### src/rtl/pc_seq_ctrl.sv
// ---------------------------------------------------------------------------
// pc_seq_ctrl
// Fetch/branch sequencer for a 16-bit program counter. Walks a
// FETCH -> DECODE -> UPDATE loop and issues exactly one PC update per
// instruction. A watchdog aborts a fetch whose acknowledge never arrives.
//
// Optional feature macro: PC_SEQ_CTRL_STATS_EN
//   When defined, adds retired/branch instruction counters.
//
// Ports:
//   clk         in   system clock, rising edge
//   reset       in   asynchronous active-low reset
//   start       in   begin/resume sequencing from IDLE (ignored while busy)
//   halt        in   stop after the current instruction completes
//   imem_ack    in   instruction word returned (used only in FETCH)
//   dec_valid   in   decoder result valid (used only in DECODE)
//   dec_taken   in   instruction is a taken branch
//   dec_offset  in   signed branch displacement
//   imem_req    out  fetch request, high throughout FETCH
//   inc/add/sub out  one-cycle PC update pulses, mutually exclusive
//   offset      out  unsigned magnitude for the PC, held outside UPDATE
//   busy        out  high in every state except IDLE
//   fault       out  sticky acknowledge-timeout flag
//   retired_cnt out  (stats) UPDATE cycles, wrapping
//   branch_cnt  out  (stats) UPDATE cycles issuing add or sub, wrapping
// ---------------------------------------------------------------------------
module pc_seq_ctrl #(
  parameter int          WIDTH       = 16,
  parameter int unsigned INC_STEP    = 1,
  parameter int unsigned ACK_TIMEOUT = 15
) (
  input  logic             clk,
  input  logic             reset,
  input  logic             start,
  input  logic             halt,
  input  logic             imem_ack,
  input  logic             dec_valid,
  input  logic             dec_taken,
  input  logic [WIDTH-1:0] dec_offset,
  output logic             imem_req,
  output logic             inc,
  output logic             add,
  output logic             sub,
  output logic [WIDTH-1:0] offset,
  output logic             busy,
  output logic             fault
`ifdef PC_SEQ_CTRL_STATS_EN
  ,
  output logic [15:0]      retired_cnt,
  output logic [15:0]      branch_cnt
`endif
);

  typedef enum logic [1:0] {
    ST_IDLE   = 2'd0,
    ST_FETCH  = 2'd1,
    ST_DECODE = 2'd2,
    ST_UPDATE = 2'd3
  } state_t;

  localparam logic [7:0]       WDOG_LAST = 8'(ACK_TIMEOUT - 1);
  localparam logic [WIDTH-1:0] ONE_W     = WIDTH'(1);
  localparam logic [WIDTH-1:0] ZERO_W    = '0;

  state_t           r_state;
  state_t           w_next;
  logic [7:0]       r_wdog;
  logic [7:0]       w_wdog_n;
  logic             r_halt_pend;
  logic             w_halt_pend_n;
  logic             r_fault;
  logic             w_fault_n;
  logic             r_inc;
  logic             r_add;
  logic             r_sub;
  logic             w_inc_n;
  logic             w_add_n;
  logic             w_sub_n;
  logic [WIDTH-1:0] r_offset;
  logic [WIDTH-1:0] w_offset_n;
  logic             r_imem_req;
  logic             r_busy;

  // Next-state, watchdog, halt tracking and latched PC operation.
  always_comb begin
    w_next        = r_state;
    w_wdog_n      = r_wdog;
    w_halt_pend_n = r_halt_pend;
    w_fault_n     = r_fault;
    w_inc_n       = 1'b0;
    w_add_n       = 1'b0;
    w_sub_n       = 1'b0;
    w_offset_n    = r_offset;
    case (r_state)
      ST_IDLE: begin
        w_halt_pend_n = 1'b0;
        w_wdog_n      = 8'd0;
        if (start) begin
          w_next    = ST_FETCH;
          w_fault_n = 1'b0;
        end else begin
          w_next = ST_IDLE;
        end
      end
      ST_FETCH: begin
        w_halt_pend_n = r_halt_pend | halt;
        // An ack in the final watchdog cycle still wins over the timeout.
        if (imem_ack) begin
          w_next   = ST_DECODE;
          w_wdog_n = 8'd0;
        end else if (r_wdog == WDOG_LAST) begin
          w_next        = ST_IDLE;
          w_fault_n     = 1'b1;
          w_wdog_n      = 8'd0;
          w_halt_pend_n = 1'b0;
        end else begin
          w_wdog_n = r_wdog + 8'd1;
        end
      end
      ST_DECODE: begin
        w_halt_pend_n = r_halt_pend | halt;
        if (dec_valid) begin
          w_next = ST_UPDATE;
          if (!dec_taken) begin
            w_inc_n    = 1'b1;
            w_offset_n = WIDTH'(INC_STEP);
          end else if (dec_offset == ZERO_W) begin
            w_offset_n = ZERO_W;
          end else if (dec_offset[WIDTH-1]) begin
            // Two's-complement negate; the most-negative value maps onto itself.
            w_sub_n    = 1'b1;
            w_offset_n = ~dec_offset + ONE_W;
          end else begin
            w_add_n    = 1'b1;
            w_offset_n = dec_offset;
          end
        end else begin
          w_next = ST_DECODE;
        end
      end
      ST_UPDATE: begin
        // A halt seen in this final cycle also counts.
        if (r_halt_pend | halt) begin
          w_next = ST_IDLE;
        end else begin
          w_next = ST_FETCH;
        end
        w_halt_pend_n = 1'b0;
      end
      default: begin
        w_next        = ST_IDLE;
        w_wdog_n      = 8'd0;
        w_halt_pend_n = 1'b0;
      end
    endcase
  end

  // State, control and registered-output flops.
  always_ff @(posedge clk or negedge reset) begin
    if (!reset) begin
      r_state     <= ST_IDLE;
      r_wdog      <= 8'd0;
      r_halt_pend <= 1'b0;
      r_fault     <= 1'b0;
      r_inc       <= 1'b0;
      r_add       <= 1'b0;
      r_sub       <= 1'b0;
      r_offset    <= ZERO_W;
      r_imem_req  <= 1'b0;
      r_busy      <= 1'b0;
    end else begin
      r_state     <= w_next;
      r_wdog      <= w_wdog_n;
      r_halt_pend <= w_halt_pend_n;
      r_fault     <= w_fault_n;
      r_inc       <= w_inc_n;
      r_add       <= w_add_n;
      r_sub       <= w_sub_n;
      r_offset    <= w_offset_n;
      r_imem_req  <= (w_next == ST_FETCH);
      r_busy      <= (w_next != ST_IDLE);
    end
  end

  assign imem_req = r_imem_req;
  assign inc      = r_inc;
  assign add      = r_add;
  assign sub      = r_sub;
  assign offset   = r_offset;
  assign busy     = r_busy;
  assign fault    = r_fault;

`ifdef PC_SEQ_CTRL_STATS_EN
  logic [15:0] r_retired_cnt;
  logic [15:0] r_branch_cnt;

  // Counters step together with the UPDATE cycle they record.
  always_ff @(posedge clk or negedge reset) begin
    if (!reset) begin
      r_retired_cnt <= 16'd0;
      r_branch_cnt  <= 16'd0;
    end else if (w_next == ST_UPDATE) begin
      r_retired_cnt <= r_retired_cnt + 16'd1;
      r_branch_cnt  <= r_branch_cnt + {15'd0, (w_add_n | w_sub_n)};
    end else begin
      r_retired_cnt <= r_retired_cnt;
      r_branch_cnt  <= r_branch_cnt;
    end
  end

  assign retired_cnt = r_retired_cnt;
  assign branch_cnt  = r_branch_cnt;
`endif

endmodule

### config.mk
export PLATFORM = sky130hd
export DESIGN_NAME = pc_seq_ctrl
export DESIGN_NICKNAME = d
export VERILOG_FILES = /design/src/rtl/pc_seq_ctrl.sv
export SDC_FILE = /design/constraint.sdc
export NUM_CORES = 1
export LEC_CHECK = 0
export CAP_MARGIN = 10
export CORE_ASPECT_RATIO = 0.8
export CORE_MARGIN = 1.5
export CORE_UTILIZATION = 40
export DETAILED_ROUTE_END_ITERATION = 10
export PLACE_DENSITY = 0.68
export SLEW_MARGIN = 20
export SYNTH_ARGS = -nofsm -noshare
export SYNTH_HDL_FRONTEND = slang
export SYNTH_SLANG_ARGS = --single-unit
### constraint.sdc
create_clock -name clk -period 2.8 [get_ports clk]
set_input_delay 0.28 -clock clk [delete_from_list [all_inputs] [get_ports clk]]
set_output_delay 0.28 -clock clk [all_outputs]
set_load 0.02 [all_outputs]
==> impl_metrics.yaml <==
drt:
  ant_nets: 0
  dr_total_vias: 1462
  first_pass_iters: 4
  avgRoutedWirePerCell_um: 13.07
  drt_iter0_drc: 54
  drt-vias-per-instance: 5.112
  drc: 0
  wl_um: 3738
worst_setup_path:
  rr_worst_depth: 4
  critPathSlowestCell: "or4_4"
  crit_path_max_fanout: 10
  r2r-start: "r_state[0]"
  cp_cell_sequence: "clkdlybuf4s50_1 -> inv_1 -> ha_1 -> or3b_1 -> or4_4 -> o21bai_4 -> buf_4 -> o21ai_2"
  crit_required_ns: 2.97
  r2r_end: "r_wdog[3]"
  slowest_delay_ns: 0.51
  worst-setup-path-type: "input pin to flop"
  cp-start-kind: "input pin"
  critPathCaptureType: "flop"
  r2r_setup_slack_ns: 0.93
  cp.arrival_ns: 2.38
timing:
  rsz0062_at_grt: "false"
  tns_ns: 0
  finalCritPeriodShare: 0.7898
  setup_violations: 0
  max_freq_mhz: 452.2
  finClkSkew_ns: 0.005506
  relSlewSlack: 0.5470
  finalHoldViolCount: 0
  finalMaxSlewViolations: 0
  fin_crit_ns: 2.211
  worst_pin_slew_ns: 0.6706
synthesis:
  yosys.area.top_type: "dfrtp_1"
  yosysWarnings: 0
  avgSynthCellArea_um2: 9.673
  synth.top_cell.area_share: 0.4691
  ys_types: 39
  ys_seq_elements: 33
  syn-num-nets: 208
  postSynth.asyncResetShare: 1.000
  syn-instance-count: 182
  synth_edf_count: 0
  syn-cell-area_mm2: 0.001760
  synth-main-ff-cell: "dfrtp_1"
  synth_area_leaders: "dfrtp_1 (47%), xor2_1 (6.0%), nand2_1 (5.5%), o21ai_2 (4.5%), o21ai_0 (3.7%)"
  synth_seq_area_share: 0.4691
layout:
  syn2layout_area_growth_pct: 32.48
  antenna_cells: 0
  fin_cells: 286
  num-fill-cells: 400
  nets: 254
  drive_gt1_frac: 0.1048
die:
  die_x_um: 77.17
  io_pins: 45
  rows: 21
  dieArea_mm2: 0.004810
  die_h_um: 62.34
  coreArea_mm2: 0.004204
  start_util: 0.4187
power_and_ir_drop:
  pwr-share-comb: 0.424
  power_frac_clock: 0.189
  power.net_switching_mw: 0.6767
  seqPwrFrac: 0.387
  p_int_mw: 1.153
  cellPowerDensity_mw_per_mm2: 784.8
  ir_drop_mv: 0.4246
  switching_share: 0.3698
  power.leakage_nw: 0.9886
clock_tree:
  postCtsSetupRepairBufs: 0
  path_clk_slew_ns: 0.07
  holdBufCountCts: 0
  htreeDepth: 2
  cts_tree: "done"
  cts.repair.resized: 0
  clk_latency_ns: 0.28
  cts_buffers: 5
  cts_num_sinks: 33
  cts_root_buffer: "clkbuf_8"
  cts_max_path_buffers: 2
placement:
  port_buffers: 44
  gp_congestion: 0.7701
  dp_cells: 278
  hpwl_um: 2752
hold_path:
  min_path_type: "input pin to async pin"
global_routing:
  grt_pass1_vias: 1377
  grt_pass1_wl_um: 6548
  grt_overflow_total: 0
  antenna_found_initial: 0
  grt_max_degree: 34
  grtUsageTotal: 0.1734
flow_run:
  drv_cap: 0
run_status:
  status: "finished, final reports clean"
==> routing by layer <==
| layer | routed length (um) | global-route usage |
|---|---|---|
| met1 | 1934 | 0.2589 |
| met5 | 0 | 0 |
| met4 | 51 | 0.06818 |
| met2 | 1560 | 0.2412 |
| met3 | 193 | 0.03971 |
==> worst max-delay path: cells and delay by family <==
kind / cells / cell delay [ns]
compound gates: 2 / 0.25
fa+ha+maj: 1 / 0.16
simple gates: 2 / 0.89
buf+inv: 3 / 0.80
==> area by class of cell <==
cell class	count	area [um^2]	share of cell area
Clock buffer	6	72.57	0.03112
Multi-Input combinational cell	132	852.1	0.3653
Tap cell	57	71.32	0.03058
Timing Repair Buffer	48	470.5	0.2017
Sequential cell	33	825.8	0.3541
Inverter	8	30.03	0.01288
Clock inverter	2	10.01	0.004292
==> worst max path at each step <==
stage	start	endpoint	slack (ns)	cells after the start
floorplan	dec_offset[0]	offset[10]	0.84	8
global placement	dec_offset[0]	add	0.33	8
detailed placement	dec_offset[0]	add	0.29	8
CTS	dec_offset[0]	offset[6]	0.59	8
global route	dec_offset[0]	add	0.47	8
finish	dec_offset[0]	offset[6]	0.59	8
==> registers in the layout, summed over array words and instances (netlist names) <==
| name | flops |
|---|---|
| r_wdog | 8 |
| inc | 1 |
| fault | 1 |
| imem_req | 1 |
| busy | 1 |
| r_halt_pend | 1 |
| sub | 1 |
| add | 1 |
| r_state | 2 |
| offset | 16 |
==> cells by family after synthesis <==
kind of cell	synth area share
fa+ha+maj	0.02132
xor+xnor	0.07463
mux	0.02274
simple gates	0.1919
flops	0.4691
compound gates	0.1734
buf+inv	0.04691
==> power by group through the flow <==
stage	Clock [mW]	Combinational (mW)	Sequential [mW]
floorplan	0	0.294	0.852
global placement	0	0.776	0.715
detailed placement	0	0.779	0.716
CTS	0.362	0.785	0.709
global route	0.381	0.850	0.727
finish	0.346	0.777	0.708
==> Yosys cell counts, drive strengths merged, types with 2 or more instances <==
library cell,count
o21ai,22
inv,8
nand4,2
nor4,2
xnor2,3
nand2b,3
or3b,2
a21oi,4
nand3,2
nand2,26
or3,3
buf,3
mux2i,4
xor2,12
nor3,3
nor2b,3
o41ai,4
and3,2
or4,3
dfrtp,33
o31ai,5
ha,3
clkbuf,6
nor2,13
==> placed cells by master, fill, tap and decap left out, types with 2 or more instances in the layout <==
cell type         n
a21oi_1           4
and3_1            2
buf_4             4
clkbuf_8          5
clkdlybuf4s50_1  44
clkinv_2          2
dfrtp_1          33
ha_1              3
inv_1             8
mux2i_1           4
nand2_1          26
nand2b_1          3
nand3_1           2
nand4_1           2
nor2_1           13
nor2b_1           3
nor3_1            3
nor4_1            2
o21ai_0          13
o21ai_2           9
o31ai_1           5
o41ai_1           4
or3_1             3
or4_1             2
xnor2_1           3
xor2_1           12
==> through the flow <==
stage          utilization  hold WS [ns]  total power [mW]  area, um^2  setup WS, ns
6_report            0.5548        0.4103             1.830        2332        0.5886
5_1_grt             0.5548        0.4528             1.958        2332        0.4749
4_1_cts             0.5548        0.4104             1.856        2332        0.5859
3_5_place_dp        0.5351        0.4672             1.495        2250        0.2873
3_3_place_gp        0.5351        0.4639             1.492        2250        0.3286
2_1_floorplan            -      -0.01559             1.146        1760        0.8350
Power figures use the tool's default switching activity.
